[config.mk]
export PLATFORM = sky130hd
export DESIGN_NAME = run_ctrl
export DESIGN_NICKNAME = d
export VERILOG_FILES = /design/src/rtl/run_ctrl_pkg.sv /design/src/rtl/run_ctrl_mem_arb.sv /design/src/rtl/run_ctrl.sv
export SDC_FILE = /design/constraint.sdc
export NUM_CORES = 1
export LEC_CHECK = 0
export CORE_UTILIZATION = 38
export CTS_CLUSTER_SIZE = 12
export DETAILED_ROUTE_END_ITERATION = 6
export GPL_TIMING_DRIVEN = 1
export PLACE_DENSITY_LB_ADDON = 0.12
export SLEW_MARGIN = 20
export SYNTH_ARGS = -nofsm -noshare
export SYNTH_HDL_FRONTEND = slang
export SYNTH_SLANG_ARGS = --single-unit
[constraint.sdc]
create_clock -name clk -period 2.9 [get_ports clk]
set_input_delay 0.58 -clock clk [delete_from_list [all_inputs] [get_ports clk]]
set_output_delay 0.58 -clock clk [all_outputs]
set_load 0.03 [all_outputs]
[src/rtl/run_ctrl_pkg.sv]
// Shared types and constants for the run controller.
// Start table, halt default and FSM state encoding.
package run_ctrl_pkg;

  typedef enum logic [1:0] {
    IDLE = 2'd0,
    LOAD = 2'd1,
    RUN  = 2'd2,
    DONE = 2'd3
  } state_t;

  localparam int START_TBL [4] = '{0, 32, 64, 96};
  localparam int HALT_PC_DEF = 128;

endpackage

[src/rtl/run_ctrl_mem_arb.sv]
// Data-memory port mux between core and host.
// Ownership follows the run controller state.
module mem_arb
  import run_ctrl_pkg::*;
(
  input  logic       rst,
  input  logic [1:0] state,
  input  logic       core_we,
  input  logic [7:0] core_addr,
  input  logic [7:0] core_din,
  input  logic       host_req,
  input  logic       host_we,
  input  logic [7:0] host_addr,
  input  logic [7:0] host_din,
  output logic       host_gnt,
  output logic       mem_we,
  output logic [7:0] mem_addr,
  output logic [7:0] mem_din
);

  logic core_own;
  logic host_own;

  assign core_own = !rst && (state == RUN);
  assign host_own = !rst &&
    ((state == IDLE) || (state == DONE));

  always_comb begin
    host_gnt = 1'b0;
    mem_we   = 1'b0;
    mem_addr = 8'h00;
    mem_din  = 8'h00;
    unique case (1'b1)
      core_own: begin
        mem_we   = core_we;
        mem_addr = core_addr;
        mem_din  = core_din;
      end
      host_own: begin
        host_gnt = host_req;
        mem_we   = host_req & host_we;
        mem_addr = host_addr;
        mem_din  = host_din;
      end
      default: ;
    endcase
  end

endmodule

[src/rtl/run_ctrl.sv]
// Run controller: start/halt/timeout sequencing of one core run
// and arbitration of the data-memory port with the host.
module run_ctrl
  import run_ctrl_pkg::*;
#(
  parameter int          D       = 12,
  parameter int          HALT_PC = HALT_PC_DEF,
  parameter logic [15:0] MAX_CYC = 16'hFFFF
) (
  input  logic         clk,
  input  logic         reset,
  input  logic         start,
  input  logic [1:0]   prog_sel,
  input  logic [D-1:0] pc,
  input  logic         core_we,
  input  logic [7:0]   core_addr,
  input  logic [7:0]   core_din,
  input  logic         host_req,
  input  logic         host_we,
  input  logic [7:0]   host_addr,
  input  logic [7:0]   host_din,
  output logic         host_gnt,
  output logic         mem_we,
  output logic [7:0]   mem_addr,
  output logic [7:0]   mem_din,
  output logic         pc_load,
  output logic [D-1:0] pc_load_val,
  output logic         core_en,
  output logic         done,
  output logic         timeout,
  output logic [15:0]  cyc_cnt
);

  state_t state;
  state_t state_nx;
  logic   start_q;
  logic   armed;
  logic   start_edge;
  logic   halt;
  logic   limit;

  // armed stays low until start is seen low, so a level
  // held across reset release cannot launch a run
  assign start_edge = start & ~start_q & armed;
  assign halt       = (pc == D'(HALT_PC));
  assign limit      = (cyc_cnt == MAX_CYC);
  assign core_en    = (state == RUN);

  always_comb begin
    state_nx = state;
    unique case (state)
      IDLE, DONE: if (start_edge) state_nx = LOAD;
      LOAD:       state_nx = RUN;
      RUN:        if (halt || limit) state_nx = DONE;
      default:    state_nx = IDLE;
    endcase
  end

  always_ff @(posedge clk or posedge reset) begin
    if (reset) begin
      state       <= IDLE;
      start_q     <= 1'b0;
      armed       <= 1'b0;
      pc_load     <= 1'b0;
      pc_load_val <= '0;
      done        <= 1'b0;
      timeout     <= 1'b0;
      cyc_cnt     <= 16'h0000;
    end else begin
      state   <= state_nx;
      start_q <= start;
      if (!start) armed <= 1'b1;
      pc_load <= (state_nx == LOAD);
      if (state_nx == LOAD) begin
        pc_load_val <= D'(START_TBL[prog_sel]);
        done        <= 1'b0;
        timeout     <= 1'b0;
        cyc_cnt     <= 16'h0000;
      end
      if (state == RUN) begin
        if (state_nx == DONE) begin
          done    <= 1'b1;
          timeout <= ~halt;
        end else if (cyc_cnt != 16'hFFFF) begin
          cyc_cnt <= cyc_cnt + 16'd1;
        end
      end
    end
  end

  mem_arb u_arb (
    .rst       (reset),
    .state     (state),
    .core_we   (core_we),
    .core_addr (core_addr),
    .core_din  (core_din),
    .host_req  (host_req),
    .host_we   (host_we),
    .host_addr (host_addr),
    .host_din  (host_din),
    .host_gnt  (host_gnt),
    .mem_we    (mem_we),
    .mem_addr  (mem_addr),
    .mem_din   (mem_din)
  );

endmodule

# == Word level (Yosys, flattened, before mapping) ==
# Index checks and enable logic that the tools add are counted.
# classes
n_addsub,1
magnitude_cmp,1
eq_ne,8
muxes,20
bitwise_logic,6
reduce_logical,7
# ops
op,count
$bmux 32 s2,1
$mux 16,4
$pmux 8 s2,2
$mux 12,2
$add 16x1->16 const B,1
$eq 16x16->1 const B,1
$ne 16x16->1 const B,1
$eq 12x8->1 const B,1
$mux 1,7
$eq 2x2->1 const B,3
$pmux 2 s3,1
$eq 2x1->1 const B,2
$mux 2,2
$and 1x1->1,3
$ge 3x3->1 const B,1
$not 2->3,1
$logic_and 1x1->1,2
$logic_not 2->1,1
$logic_or 1x1->1,2
$not 1->1,2
$pmux 1 s2,1
$reduce_or 2->1,1
$logic_not 1->1,1
# word_totals
regBits,35
inputBits,52
out_inout_bits,50
elab_cells,51

# == Logic depth before layout (Yosys ltp) ==
# Gate-level depths: netlist of the first run.
# depth
word_depth,10
mapped_depth,8
ltp_nobuf,7

# == Cells and area by module ==
# Synthesis of the first run repeated with hierarchy kept, for this count alone.
# hier_totals
hier_cells,200
area_unflattened_um2,1790.5
# modules_own_cells
module,instances,cells_each,area_each_um2,seq_area_each_um2
run_ctrl,1,156,1461.4,625.6
mem_arb,1,44,329.1,0.0

# == Least setup slack after synthesis of the first run ==
# No wires, ideal clock.
# synth_timing
path_kind,reg-to-output
from,reg state[0]
to,out mem_addr[1]
t_arrival_ps,2172
required_ps,2320
setup_slack_ps,148
path_stages_with_launch,8
n_path_buf,3
cell_sequence,dfrtp_1 inv_1 ha_1 clkbuf_1 nor2b_1 clkbuf_1 clkbuf_1 a22o_1
# synth_via
word_cells_on_any_way,7
cone_classes,2 x eq/ne; 1 x mux; 4 x reduce/logical
# synth_lines
item,line,rtl
from (decl),run_ctrl.sv:34,state_t state;
from (signal assigned),run_ctrl.sv:70,state <= state_nx;
$eq 2x2->1,n/a,
named net core_en,run_ctrl.sv:28,"output logic core_en,"
$logic_and 1x1->1,run_ctrl_mem_arb.sv:24,assign core_own = !rst && (state == RUN);
$pmux 8 s2,run_ctrl_mem_arb.sv:33,unique case (1'b1)
to (decl),run_ctrl.sv:24,"output logic [7:0] mem_addr,"
# The timed path passes the listed nets, and every way through them passes these cells.

# == Worst setup path in the final report of the first run ==
# layout_timing
from,in reset
to,out mem_addr[0]
# layout_via
elab_chain_len,3
word_cells_on_any_way,4
cone_classes,1 x mux; 3 x reduce/logical
# layout_lines
item,line,rtl
from (decl),run_ctrl.sv:11,"input logic reset,"
$logic_not 1->1 (*),"run_ctrl_mem_arb.sv:24, run_ctrl_mem_arb.sv:25",
"$logic_and 1x1->1, on equally long branches","run_ctrl_mem_arb.sv:25, run_ctrl_mem_arb.sv:24",
$pmux 8 s2 (*),run_ctrl_mem_arb.sv:33,
# Every way passes the cells marked *; elsewhere a longest branch is shown, timed or not.

==> impl_summary.txt, run 1 <==
----------------------------------------------------
[Global route]
  Via count of the first global-routing pass ... 1474
  Antenna violations before repair ... 0
  Largest net degree at the start of global routing ... 26
  Remaining global-route overflow ... 0
  Global-route wire length before repair ... 7010 µm
  Overall Global Routing Usage ... 0.197

[Finish]
  Layout Area Growth over Synthesis ... 55.4%
  Layout filler cell count ... 382
  Number of nets in the final layout ... 329
  Final Util ... 0.638
  Total inserted antenna cells ... 0
  Layout cell share with drive strength beyond 1 ... 0.131

[Logic synthesis]
  Flops & latches, synth ... 25
  Post-synth design cell area ... 0.00170 mm²
  Number of enable flip-flop cells after synthesis ... 0
  Cell taking the most area after synthesis ... sky130_fd_sc_hd__dfrtp_1
  Most used standard cells in the synthesized netlist ... 25 x sky130_fd_sc_hd__dfrtp_1, 22 x sky130_fd_sc_hd__nand2_1, 18 x sky130_fd_sc_hd__a22o_1
  Area share of the largest cell type after synthesis ... 0.368
  Asr flop ratio synth ... 1.00
  Dominant synthesized flop cell ... sky130_fd_sc_hd__dfrtp_1
  Most frequent cell after synthesis ... sky130_fd_sc_hd__dfrtp_1
  Sequential fraction of the synthesis area ... 0.368
  Count of cell types in the netlist ... 44
  Cell count after synthesis ... 181
  Ys Warns ... 0
  Leading cell types by total area after synthesis ... sky130_fd_sc_hd__dfrtp_1 37%, sky130_fd_sc_hd__a22o_1 9.3%, sky130_fd_sc_hd__nand2_1 4.9%, sky130_fd_sc_hd__buf_4 4.4%, sky130_fd_sc_hd__a221o_1 3.5%
  Post-synthesis area per instance ... 9.39 µm²

[Clock tree]
  Setup bufs post-CTS ... 0
  Number of clock sinks seen by CTS ... 25
  CTS H-tree lvls ... 1
  CTS tree ... built
  Clock transition at path regs ... 80 ps
  Latest clock arrival within the worst-skew pair ... 270 ps
  Clock tree root buffer cell ... sky130_fd_sc_hd__clkbuf_8
  Hold-fix buffer count after cts ... 0
  Number of gates given a new drive strength after cts ... 1
  Clock Path Buffers ... 2
  Total CTS buffers ... 3

[Drt]
  Router iterations before antenna repair ... 4
  Count of unresolved DRC violations after routing ... 0
  Via count of the routed design ... 1648
  Number of vias per cell after detailed routing ... 5.09
  Met3 routed wirelength ... 118 µm
  Wirelength, routed ... 4810 µm
  Remaining number of nets flagged by the antenna check after routing ... 0
  DRC violation total after the first TritonRoute iteration ... 48
  Highest metal used ... met4
  Length of routed wiring on met1 ... 2250 µm
  Wire length per cell after detailed routing ... 14.8 µm
  Met2 Routed Length ... 2430 µm

[STA]
  Headroom to the max-slew limit ... 0.548
  Actual slew at the worst max-slew pin ... 675 ps
  Min Tclk post-route ... 2610 ps
  Layout Skew ... 5.44 ps
  Max Freq ... 0.383 GHz
  Accumulated negative setup slack ... 0 ps
  Ratio of final minimum period to clock period ... 0.899
  RSZ-0062 raised after global routing ... false
  Max-slew violation count ... 0
  Final Hold Violating Endpoints ... 0
  Final count of negative-setup-slack endpoints ... 0

[Worst setup path]
  Setup slack, reg-to-reg ... 630 ps
  Worst flop-to-flop path endpoint ... cyc_cnt[3]
  Worst r2r src ... cyc_cnt[0]
  Data required time at the worst endpoint ... 2320 ps
  Startpoint class of the critical path ... input pin
  Data arrival at the endpoint of the critical path ... 2030 ps
  Crit path max fanout ... 17
  Element type at the critical path end ... output pin
  Reg2Reg Depth ... 6
  Setup CP Type ... input pin to output pin

[Status]
  Outcome ... completed

[Place]
  Count of input and output buffers ... 91
  Placed wire-length estimate ... 3730 µm
  Routability Congestion ... 0.777

[Die]
  Starting density of the core ... 0.410
  Num rows ... 23
  Die area ... 0.00475 mm²
  Number of top-level pins ... 102
  Width of the die ... 68.9 µm
  Placeable core region ... 0.00414 mm²
  Vertical extent of the die ... 68.9 µm

[Worst hold path]
  Hold Crit Class ... flip-flop to flip-flop
  Hold endpoint ... pc_load_val[5]
  Number of stages on the worst hold path ... 2
  Start point of the worst min-delay path ... pc_load_val[5]

[Pwr]
  Peak supply drop ... 0.000676 V
  Static leakage ... 1.16 nW
  Power per Cell Area ... 838 mW/mm²
  Design Power ... 2.21 mW

[Job]
  Max cap viols ... 0

----------------------------------------------------
-- power by group --
group	internal, mW	switching (mW)	total, mW
combinational	0.617	0.877	1.49
clock	0.0961	0.110	0.206
sequential	0.430	0.0849	0.515
-- worst max-delay path by stage --
stage | end | slack (ps) | start
after detailed placement | mem_addr[1] | -40 | reset
final | mem_addr[0] | 290 | reset
after floorplan | mem_addr[1] | 150 | state[0]
after global routing | mem_addr[0] | 190 | reset
after CTS | mem_addr[0] | 290 | reset
after global placement | mem_din[0] | -5 | reset
-- per-stage QoR --
step / area (µm²) / hold WS [ps] / setup WS, ps / std cells
2_1_floorplan: 1730 / 458 / 148 / 190
3_3_place_gp: 2590 / 461 / -5.01 / 320
3_5_place_dp: 2590 / 476 / -40.3 / 320
4_1_cts: 2640 / 503 / 292 / 324
5_1_grt: 2640 / 546 / 193 / 324
6_report: 2640 / 498 / 292 / 324
-- kinds of logic after synthesis --
group	Yosys count	share of synthesized area
AOI/OAI and AO/OA	47	0.229
xor gates and xnor gates	4	0.0206
adders and majority gates	2	0.0147
buffers and inverters	21	0.0780
DFF	25	0.368
muxes	5	0.0302
other	1	0.00221
and+or+nand+nor	76	0.258
-- worst max-delay path, stage by stage --
cell,delay (ps)
sky130_fd_sc_hd__clkdlybuf4s50_1,450
sky130_fd_sc_hd__nor2b_2,570
sky130_fd_sc_hd__a22o_1,270
sky130_fd_sc_hd__buf_4,160
-- sequential cells by signal, indices dropped and copies added (netlist names), named ones only --
| register | cells |
|---|---|
| timeout | 1 |
| cyc_cnt | 16 |
| pc_load_val | 2 |
| armed | 1 |
| state | 2 |
| pc_load | 1 |
| start_q | 1 |
-- cell usage in the layout, fill, tap and decap left out, types with 3 or more instances in the layout --
cell and instances:
sky130_fd_sc_hd__inv_1 3, sky130_fd_sc_hd__nand3_1 10, sky130_fd_sc_hd__a31oi_1 3, sky130_fd_sc_hd__nor4_1 7, sky130_fd_sc_hd__conb_1 10, sky130_fd_sc_hd__o21ai_0 8, sky130_fd_sc_hd__nor2b_1 3, sky130_fd_sc_hd__a221o_1 6
sky130_fd_sc_hd__nor2_1 4, sky130_fd_sc_hd__and3_1 5, sky130_fd_sc_hd__mux2i_1 4, sky130_fd_sc_hd__nand2_1 22, sky130_fd_sc_hd__clkbuf_8 3, sky130_fd_sc_hd__dfrtp_1 25, sky130_fd_sc_hd__a22o_1 18, sky130_fd_sc_hd__and2_1 8
sky130_fd_sc_hd__buf_4 25, sky130_fd_sc_hd__clkdlybuf4s50_1 73
-- routing by layer --
| layer | GRT usage | vias to the layer above |
|---|---|---|
| met4 | 0.0230 | 0 |
| li1 | - | 850 |
| met3 | 0.0378 | 2 |
| met5 | 0 | - |
| met1 | 0.289 | 763 |
| met2 | 0.305 | 33 |
-- area by class of cell --
| type | count | area [µm²] | share of cell area |
|---|---|---|---|
| well taps | 50 | 62.6 | 0.0237 |
| repair buffers | 98 | 918 | 0.348 |
| clock inverters | 1 | 5.00 | 0.00189 |
| multi-input cells | 144 | 978 | 0.370 |
| clock buffers | 3 | 41.3 | 0.0156 |
| flip-flops and latches | 25 | 626 | 0.237 |
| inverters | 3 | 11.3 | 0.00426 |
Power figures use the tool's default switching activity.
==> run 2: changes to the inputs <==
Settings changed: CORE_ASPECT_RATIO from default to 0.75, SLEW_MARGIN 20 to 10.
==> run 2 against run 1 <==
Effect of this change: clock power about the same; routed wire length decreased by 2.4%; combinational power about the same; sequential share of layout area barely moved; register-to-register slack worse by 20 ps; die area barely moved; total power down 0.56%; first-iteration DRC count grew 46%; design area about the same.
==> impl_summary.txt, run 2 (same netlist as run 1, synthesis figures left out) <==
----------------------------------------------------
[STA]
  Ratio of final minimum period to clock period ... 0.929
  Min Tclk post-route ... 2690 ps
  Actual slew at the worst max-slew pin ... 665 ps
  RSZ-0062 raised after global routing ... false
  Accumulated negative setup slack ... 0 ps
  Headroom to the max-slew limit ... 0.555
  Max-slew violation count ... 0
  Max Freq ... 0.371 GHz
  Final Hold Violating Endpoints ... 0
  Layout Skew ... 11.0 ps
  Final count of negative-setup-slack endpoints ... 0

[Drt]
  Router iterations before antenna repair ... 4
  DRC violation total after the first TritonRoute iteration ... 70
  Count of unresolved DRC violations after routing ... 0
  Wire length per cell after detailed routing ... 14.3 µm
  Wirelength, routed ... 4690 µm
  Via count of the routed design ... 1683
  Number of vias per cell after detailed routing ... 5.13
  Remaining number of nets flagged by the antenna check after routing ... 0

[Clock tree]
  CTS tree ... built
  CTS H-tree lvls ... 1
  Hold-fix buffer count after cts ... 0
  Number of clock sinks seen by CTS ... 25
  Clock Path Buffers ... 2
  Latest clock arrival within the worst-skew pair ... 270 ps
  Total CTS buffers ... 3
  Clock tree root buffer cell ... sky130_fd_sc_hd__clkbuf_8
  Clock transition at path regs ... 80 ps
  Setup bufs post-CTS ... 0

[Pwr]
  Switching power ... 1.06 mW
  Internal power of the cells ... 1.14 mW
  Peak supply drop ... 0.000499 V
  Static leakage ... 1.16 nW
  Part of the total power dissipated in sequential elements ... 0.236
  Relative contribution of the clock network to total power ... 0.094
  Switching power as a share of total power ... 0.483
  Relative contribution of combinational cells to total power ... 0.670
  Power per Cell Area ... 834 mW/mm²

[Global route]
  Antenna violations before repair ... 0
  Via count of the first global-routing pass ... 1484
  Largest net degree at the start of global routing ... 20
  Remaining global-route overflow ... 0
  Overall Global Routing Usage ... 0.194
  Global-route wire length before repair ... 7150 µm

[Place]
  Routability Congestion ... 0.765
  Placed wire-length estimate ... 3690 µm
  Count of input and output buffers ... 91
  Area post-placement ... 0.00259 mm²

[Worst setup path]
  Data required time at the worst endpoint ... 2320 ps
  List of cells traversed by the critical path ... inv_1, ha_1, nor2b_1, buf_4, and2_1, a22o_1, buf_4
  CP max stage delay ... 470 ps
  Startpoint class of the critical path ... flip-flop
  Critical-path cell with the highest stage delay ... sky130_fd_sc_hd__ha_1
  Reg2Reg Depth ... 7
  Worst flop-to-flop path endpoint ... cyc_cnt[11]
  Worst r2r src ... state[0]
  Data arrival at the endpoint of the critical path ... 2110 ps
  Crit path max fanout ... 10
  Setup CP Type ... flip-flop to output pin
  Element type at the critical path end ... output pin
  Setup slack, reg-to-reg ... 610 ps
  Cell repeated most along the worst path ... sky130_fd_sc_hd__buf_4

[Die]
  Placeable core region ... 0.00418 mm²
  Num rows ... 20
  Die area ... 0.00475 mm²
  Width of the die ... 79.2 µm
  Number of top-level pins ... 102
  Vertical extent of the die ... 59.9 µm
  Starting density of the core ... 0.407

[Worst hold path]
  Start point of the worst min-delay path ... pc_load_val[5]
  Hold endpoint ... pc_load_val[5]
  Number of stages on the worst hold path ... 2
  Hold Crit Class ... flip-flop to flip-flop

[Finish]
  Post-route cell area ... 0.00264 mm²
  Layout cell share with drive strength beyond 1 ... 0.125
  Layout Area Growth over Synthesis ... 55.3%
  Largest regs ... cyc_cnt x16, pc_load_val x2, state x2
  Register with the highest flop count ... cyc_cnt
  Number of nets in the final layout ... 328
  Flip-flop count of the largest register after layout ... 16
  Most frequent cells in the layout ... 73 x sky130_fd_sc_hd__clkdlybuf4s50_1, 25 x sky130_fd_sc_hd__dfrtp_1, 24 x sky130_fd_sc_hd__buf_4, 22 x sky130_fd_sc_hd__nand2_1, 18 x sky130_fd_sc_hd__a22o_1
  Total inserted antenna cells ... 0
  Leading cell type in the layout, fill and taps excluded ... sky130_fd_sc_hd__clkdlybuf4s50_1

[Job]
  Max cap viols ... 0

[Status]
  Outcome ... completed

----------------------------------------------------
run 2: changes by cell type in the layout (fill, tap and decap cells not counted):
cell	previous run	this run
sky130_fd_sc_hd__buf_4	25	24
sky130_fd_sc_hd__clkbuf_1	0	1
sky130_fd_sc_hd__clkinv_2	1	0
run 2: how the worst max path moves through the flow:
stage | slack, ps | endpoint | from
4_1_cts | 200 | mem_we | state[0]
5_1_grt | 10 | mem_we | state[0]
3_5_place_dp | -40 | mem_din[7] | reset
6_report | 210 | mem_we | state[0]
3_3_place_gp | -10 | mem_addr[7] | reset
2_1_floorplan | 150 | mem_addr[1] | state[0]
run 2: power by group through the flow:
stage	registers, mW	logic, mW	clock network, mW
floorplan	0.638	0.867	0
CTS	0.518	1.48	0.213
global placement	0.525	1.47	0
global route	0.534	1.58	0.228
detailed placement	0.524	1.48	0
finish	0.521	1.48	0.206
run 2: routing by layer:
| metal | track usage | vias to the layer above | part of all wire |
|---|---|---|---|
| li1 | - | 847 | - |
| met1 | 0.291 | 794 | 0.48 |
| met2 | 0.296 | 42 | 0.48 |
| met3 | 0.0412 | 0 | 0.043 |
| met4 | 0.0156 | 0 | 0 |
| met5 | 0 | - | 0 |
run 2: per-stage QoR:
stage          utilization  hold WS, ps  setup WS [ps]  std cells  total power [mW]
3_3_place_gp         0.620          457          -11.9        324              1.99
3_5_place_dp         0.620          466          -38.8        324              2.00
2_1_floorplan            -          458            148        190              1.51
6_report             0.632          487            206        328              2.20
5_1_grt              0.632          508           13.6        328              2.35
4_1_cts              0.632          488            197        328              2.21
run 2: cell type report:
type	instances	area, µm²
fill	375	1540
clock buffer	4	45.0
timing repair buffer	97	911
multi-input combinational	144	978
inverter	3	11.3
tap	55	68.8
sequential	25	626
run 2: worst max-delay path, delay by kind of cell, from the launching register on:
family	cells	cell delay, ps
adders and majority gates	1	470
DFF	1	460
buffers and inverters	3	430
and+or+nand+nor	2	370
AOI/OAI and AO/OA	1	120
run 2: what timing repair did:
action | 4_1_cts | 5_1_grt
resized for setup | 1 | 0
endpoints found under the hold margin | 0 | 0
setup endpoints to repair | 17 | 0
==> run 3: changes to the inputs <==
Settings changed: CORE_MARGIN from default to 10, CORE_UTILIZATION 38 to 39, SYNTH_HIERARCHICAL from default to 1.
==> run 3 against run 2 <==
Effect of this change: fmax fell by 3.8%; register-to-register slack got worse by 270 ps; non-clock buffer count rose by 2; largest cell class unchanged; worst setup slack got worse by 110 ps; sequential power fell by 3%; critical endpoint is now mem_addr[5]; via count rose by 7.6%; critical path type unchanged.
==> impl_summary.txt, run 3 <==
----------------------------------------------------
[Global route]
  Busiest layer in global routing ... met2
  Via count of the first global-routing pass ... 1779
  Met3 Track Usage GR ... 0.0490
  Overall Global Routing Usage ... 0.149
  Global-route track usage on met1 ... 0.186
  Met2 track demand over resource ... 0.249
  Remaining global-route overflow ... 0
  Global-route wire length before repair ... 9600 µm
  Antenna violations before repair ... 0
  Largest net degree at the start of global routing ... 27

[Drt]
  Router iterations before antenna repair ... 4
  Via count of the routed design ... 1811
  DRC violation total after the first TritonRoute iteration ... 130
  Count of unresolved DRC violations after routing ... 0
  Wire length per cell after detailed routing ... 17.4 µm
  Number of vias per cell after detailed routing ... 5.19
  Wirelength, routed ... 6060 µm
  Remaining number of nets flagged by the antenna check after routing ... 0

[Worst setup path]
  Crit path max fanout ... 18
  Setup slack, reg-to-reg ... 340 ps
  Critical-path cell with the highest stage delay ... sky130_fd_sc_hd__clkdlybuf4s50_1
  Worst flop-to-flop path endpoint ... cyc_cnt[13]
  Setup CP Type ... flip-flop to output pin
  CP max stage delay ... 680 ps
  Buffers plus inverters on the worst setup path ... 3
  Data arrival at the endpoint of the critical path ... 2220 ps
  Startpoint class of the critical path ... flip-flop
  Crit-path leading delay family ... buffers and inverters
  Reg2Reg Depth ... 7
  Data required time at the worst endpoint ... 2320 ps
  List of cells traversed by the critical path ... inv_1, ha_1, buf_4, a22oi_1, nor2_1, clkdlybuf4s50_1
  Worst r2r src ... state[0]
  Element type at the critical path end ... output pin

[STA]
  Actual slew at the worst max-slew pin ... 596 ps
  Hold Worst Slack ... 474 ps
  Final count of negative-setup-slack endpoints ... 0
  Min setup slack post-route ... 101 ps
  Accumulated negative setup slack ... 0 ps
  Final Hold Violating Endpoints ... 0
  Headroom to the max-slew limit ... 0.602
  RSZ-0062 raised after global routing ... false
  Layout Skew ... 6.70 ps
  Ratio of final minimum period to clock period ... 0.965
  Max Freq ... 0.357 GHz
  Min Tclk post-route ... 2800 ps
  Max-slew violation count ... 0

[Logic synthesis]
  Ys Warns ... 6
  Post-synthesis area per instance ... 8.95 µm²
  Post-synth design cell area ... 0.00179 mm²
  Number of enable flip-flop cells after synthesis ... 0
  Cell taking the most area after synthesis ... sky130_fd_sc_hd__dfrtp_1
  Area share of the largest cell type after synthesis ... 0.349
  Asr flop ratio synth ... 1.00
  Cell count after synthesis ... 200
  Most used standard cells in the synthesized netlist ... 25 x sky130_fd_sc_hd__dfrtp_1, 25 x sky130_fd_sc_hd__nand2_1, 24 x sky130_fd_sc_hd__nor2_1
  Sequential fraction of the synthesis area ... 0.349
  Flops & latches, synth ... 25
  Dominant synthesized flop cell ... sky130_fd_sc_hd__dfrtp_1
  Count of cell types in the netlist ... 44
  Leading cell types by total area after synthesis ... sky130_fd_sc_hd__dfrtp_1 35%, sky130_fd_sc_hd__a22oi_2 6.3%, sky130_fd_sc_hd__nand2_1 5.2%, sky130_fd_sc_hd__nor2_1 5.0%, sky130_fd_sc_hd__mux2i_1 4.5%

[Clock tree]
  Clock transition at path regs ... 80 ps
  Total CTS buffers ... 3
  CTS tree ... built
  Clock Path Buffers ... 2
  Number of clock sinks seen by CTS ... 25
  CTS H-tree lvls ... 1
  Latest clock arrival within the worst-skew pair ... 270 ps
  Clock tree root buffer cell ... sky130_fd_sc_hd__clkbuf_8
  Setup bufs post-CTS ... 0

[Worst hold path]
  Start point of the worst min-delay path ... armed
  Hold Crit Class ... flip-flop to flip-flop
  Hold endpoint ... armed
  Number of stages on the worst hold path ... 1

[Pwr]
  Power per Cell Area ... 831 mW/mm²
  Part of the total power dissipated in sequential elements ... 0.220
  Peak supply drop ... 0.000494 V
  Relative contribution of the clock network to total power ... 0.089
  Switching power ... 1.12 mW
  Internal power of the cells ... 1.18 mW
  Static leakage ... 1.23 nW
  Switching power as a share of total power ... 0.486
  Design Power ... 2.29 mW
  Relative contribution of combinational cells to total power ... 0.691

[Finish]
  Register with the highest flop count ... cyc_cnt
  Total inserted antenna cells ... 0
  Number of nets in the final layout ... 348
  Layout cell share with drive strength beyond 1 ... 0.0959
  Layout Area Growth over Synthesis ... 54.2%
  Leading cell type in the layout, fill and taps excluded ... sky130_fd_sc_hd__clkdlybuf4s50_1
  Layout filler cell count ... 409
  Most frequent cells in the layout ... 85 x sky130_fd_sc_hd__clkdlybuf4s50_1, 25 x sky130_fd_sc_hd__nand2_1, 25 x sky130_fd_sc_hd__dfrtp_1, 24 x sky130_fd_sc_hd__nor2_1, 10 x sky130_fd_sc_hd__conb_1
  Flip-flop count of the largest register after layout ... 16
  Area of the multi-input gates ... 0.00101 mm²
  Largest regs ... cyc_cnt x16, pc_load_val x2, state x2
  Footprint of the flip-flops and latches ... 626 µm²
  Post-route cell area ... 0.00276 mm²

[Place]
  Area post-placement ... 0.00270 mm²
  Placed wire-length estimate ... 4920 µm
  Count of input and output buffers ... 91
  Routability Congestion ... 0.793
  Post-placement worst setup slack ... 162 ps

[Job]
  Max cap viols ... 0

[Die]
  Starting density of the core ... 0.403
  Placeable core region ... 0.00444 mm²
  Num rows ... 21
  Die area ... 0.00773 mm²
  Vertical extent of the die ... 78.7 µm
  Width of the die ... 98.2 µm
  Number of top-level pins ... 102

[Status]
  Outcome ... completed

----------------------------------------------------
==> run 3: changes by cell type after synthesis, sizes merged, moves of 5 or more <==
cell	before	now
a221o	6	0
a22o	18	5
a22oi	2	16
and2	8	2
mux2	1	6
nand3	11	6
nor2	5	24
nor4	7	2
==> run 3: repair_timing <==
action,4_1_cts,5_1_grt
gates resized for setup,0,6
setup endpoints to repair,0,6
hold buffers,0,0
==> run 3: stage by stage <==
step,util,instances
after CTS,0.618,349
after floorplan,-,209
after global placement,0.608,345
after detailed placement,0.608,345
final,0.622,349
after global routing,0.622,349
==> run 3: cell families after synthesis <==
group | Yosys count | share of synthesized area
adders and majority gates | 3 | 0.0210
and+or+nand+nor | 81 | 0.217
buffers and inverters | 27 | 0.107
xor gates and xnor gates | 4 | 0.0196
other | 1 | 0.00209
DFF | 25 | 0.349
AOI/OAI and AO/OA | 45 | 0.198
muxes | 14 | 0.0867
==> run 3: area by class of cell <==
class | instances | area share
Tap cell | 57 | 0.0258
Timing Repair Buffer | 99 | 0.357
Inverter | 7 | 0.00952
Sequential cell | 25 | 0.227
Multi-Input combinational cell | 157 | 0.365
Clock buffer | 4 | 0.0163
==> run 3: how the worst max path moves through the flow <==
stage,startpoint,endpoint,slack (ps),cells past startpoint
after floorplan,cyc_cnt[0],cyc_cnt[11],530,7
after global placement,pc[1],cyc_cnt[6],180,6
after detailed placement,pc[1],cyc_cnt[11],160,6
after CTS,state[0],mem_din[5],80,6
after global routing,state[0],mem_addr[0],4,6
final,state[0],mem_addr[5],100,6
==> run 3: power by group through the flow <==
stage | clock (mW) | combinational (mW) | sequential (mW)
6_report | 0.204 | 1.58 | 0.505
5_1_grt | 0.224 | 1.70 | 0.515
4_1_cts | 0.214 | 1.60 | 0.503
3_5_place_dp | 0 | 1.60 | 0.509
3_3_place_gp | 0 | 1.57 | 0.507
2_1_floorplan | 0 | 1.04 | 0.621
==> run 3: metal layers <==
layer,routed length (µm),up-vias
li1,-,886
met1,2720,853
met2,2880,66
met3,413,6
met4,39,0
met5,0,-
==> run 3: worst register-to-register path, delay by kind of cell, from the launching register on <==
kind	cells	cell delay (ps)
compound gates	3	920
flops	1	430
fa+ha+maj	1	410
mux	1	400
buf+inv	2	290
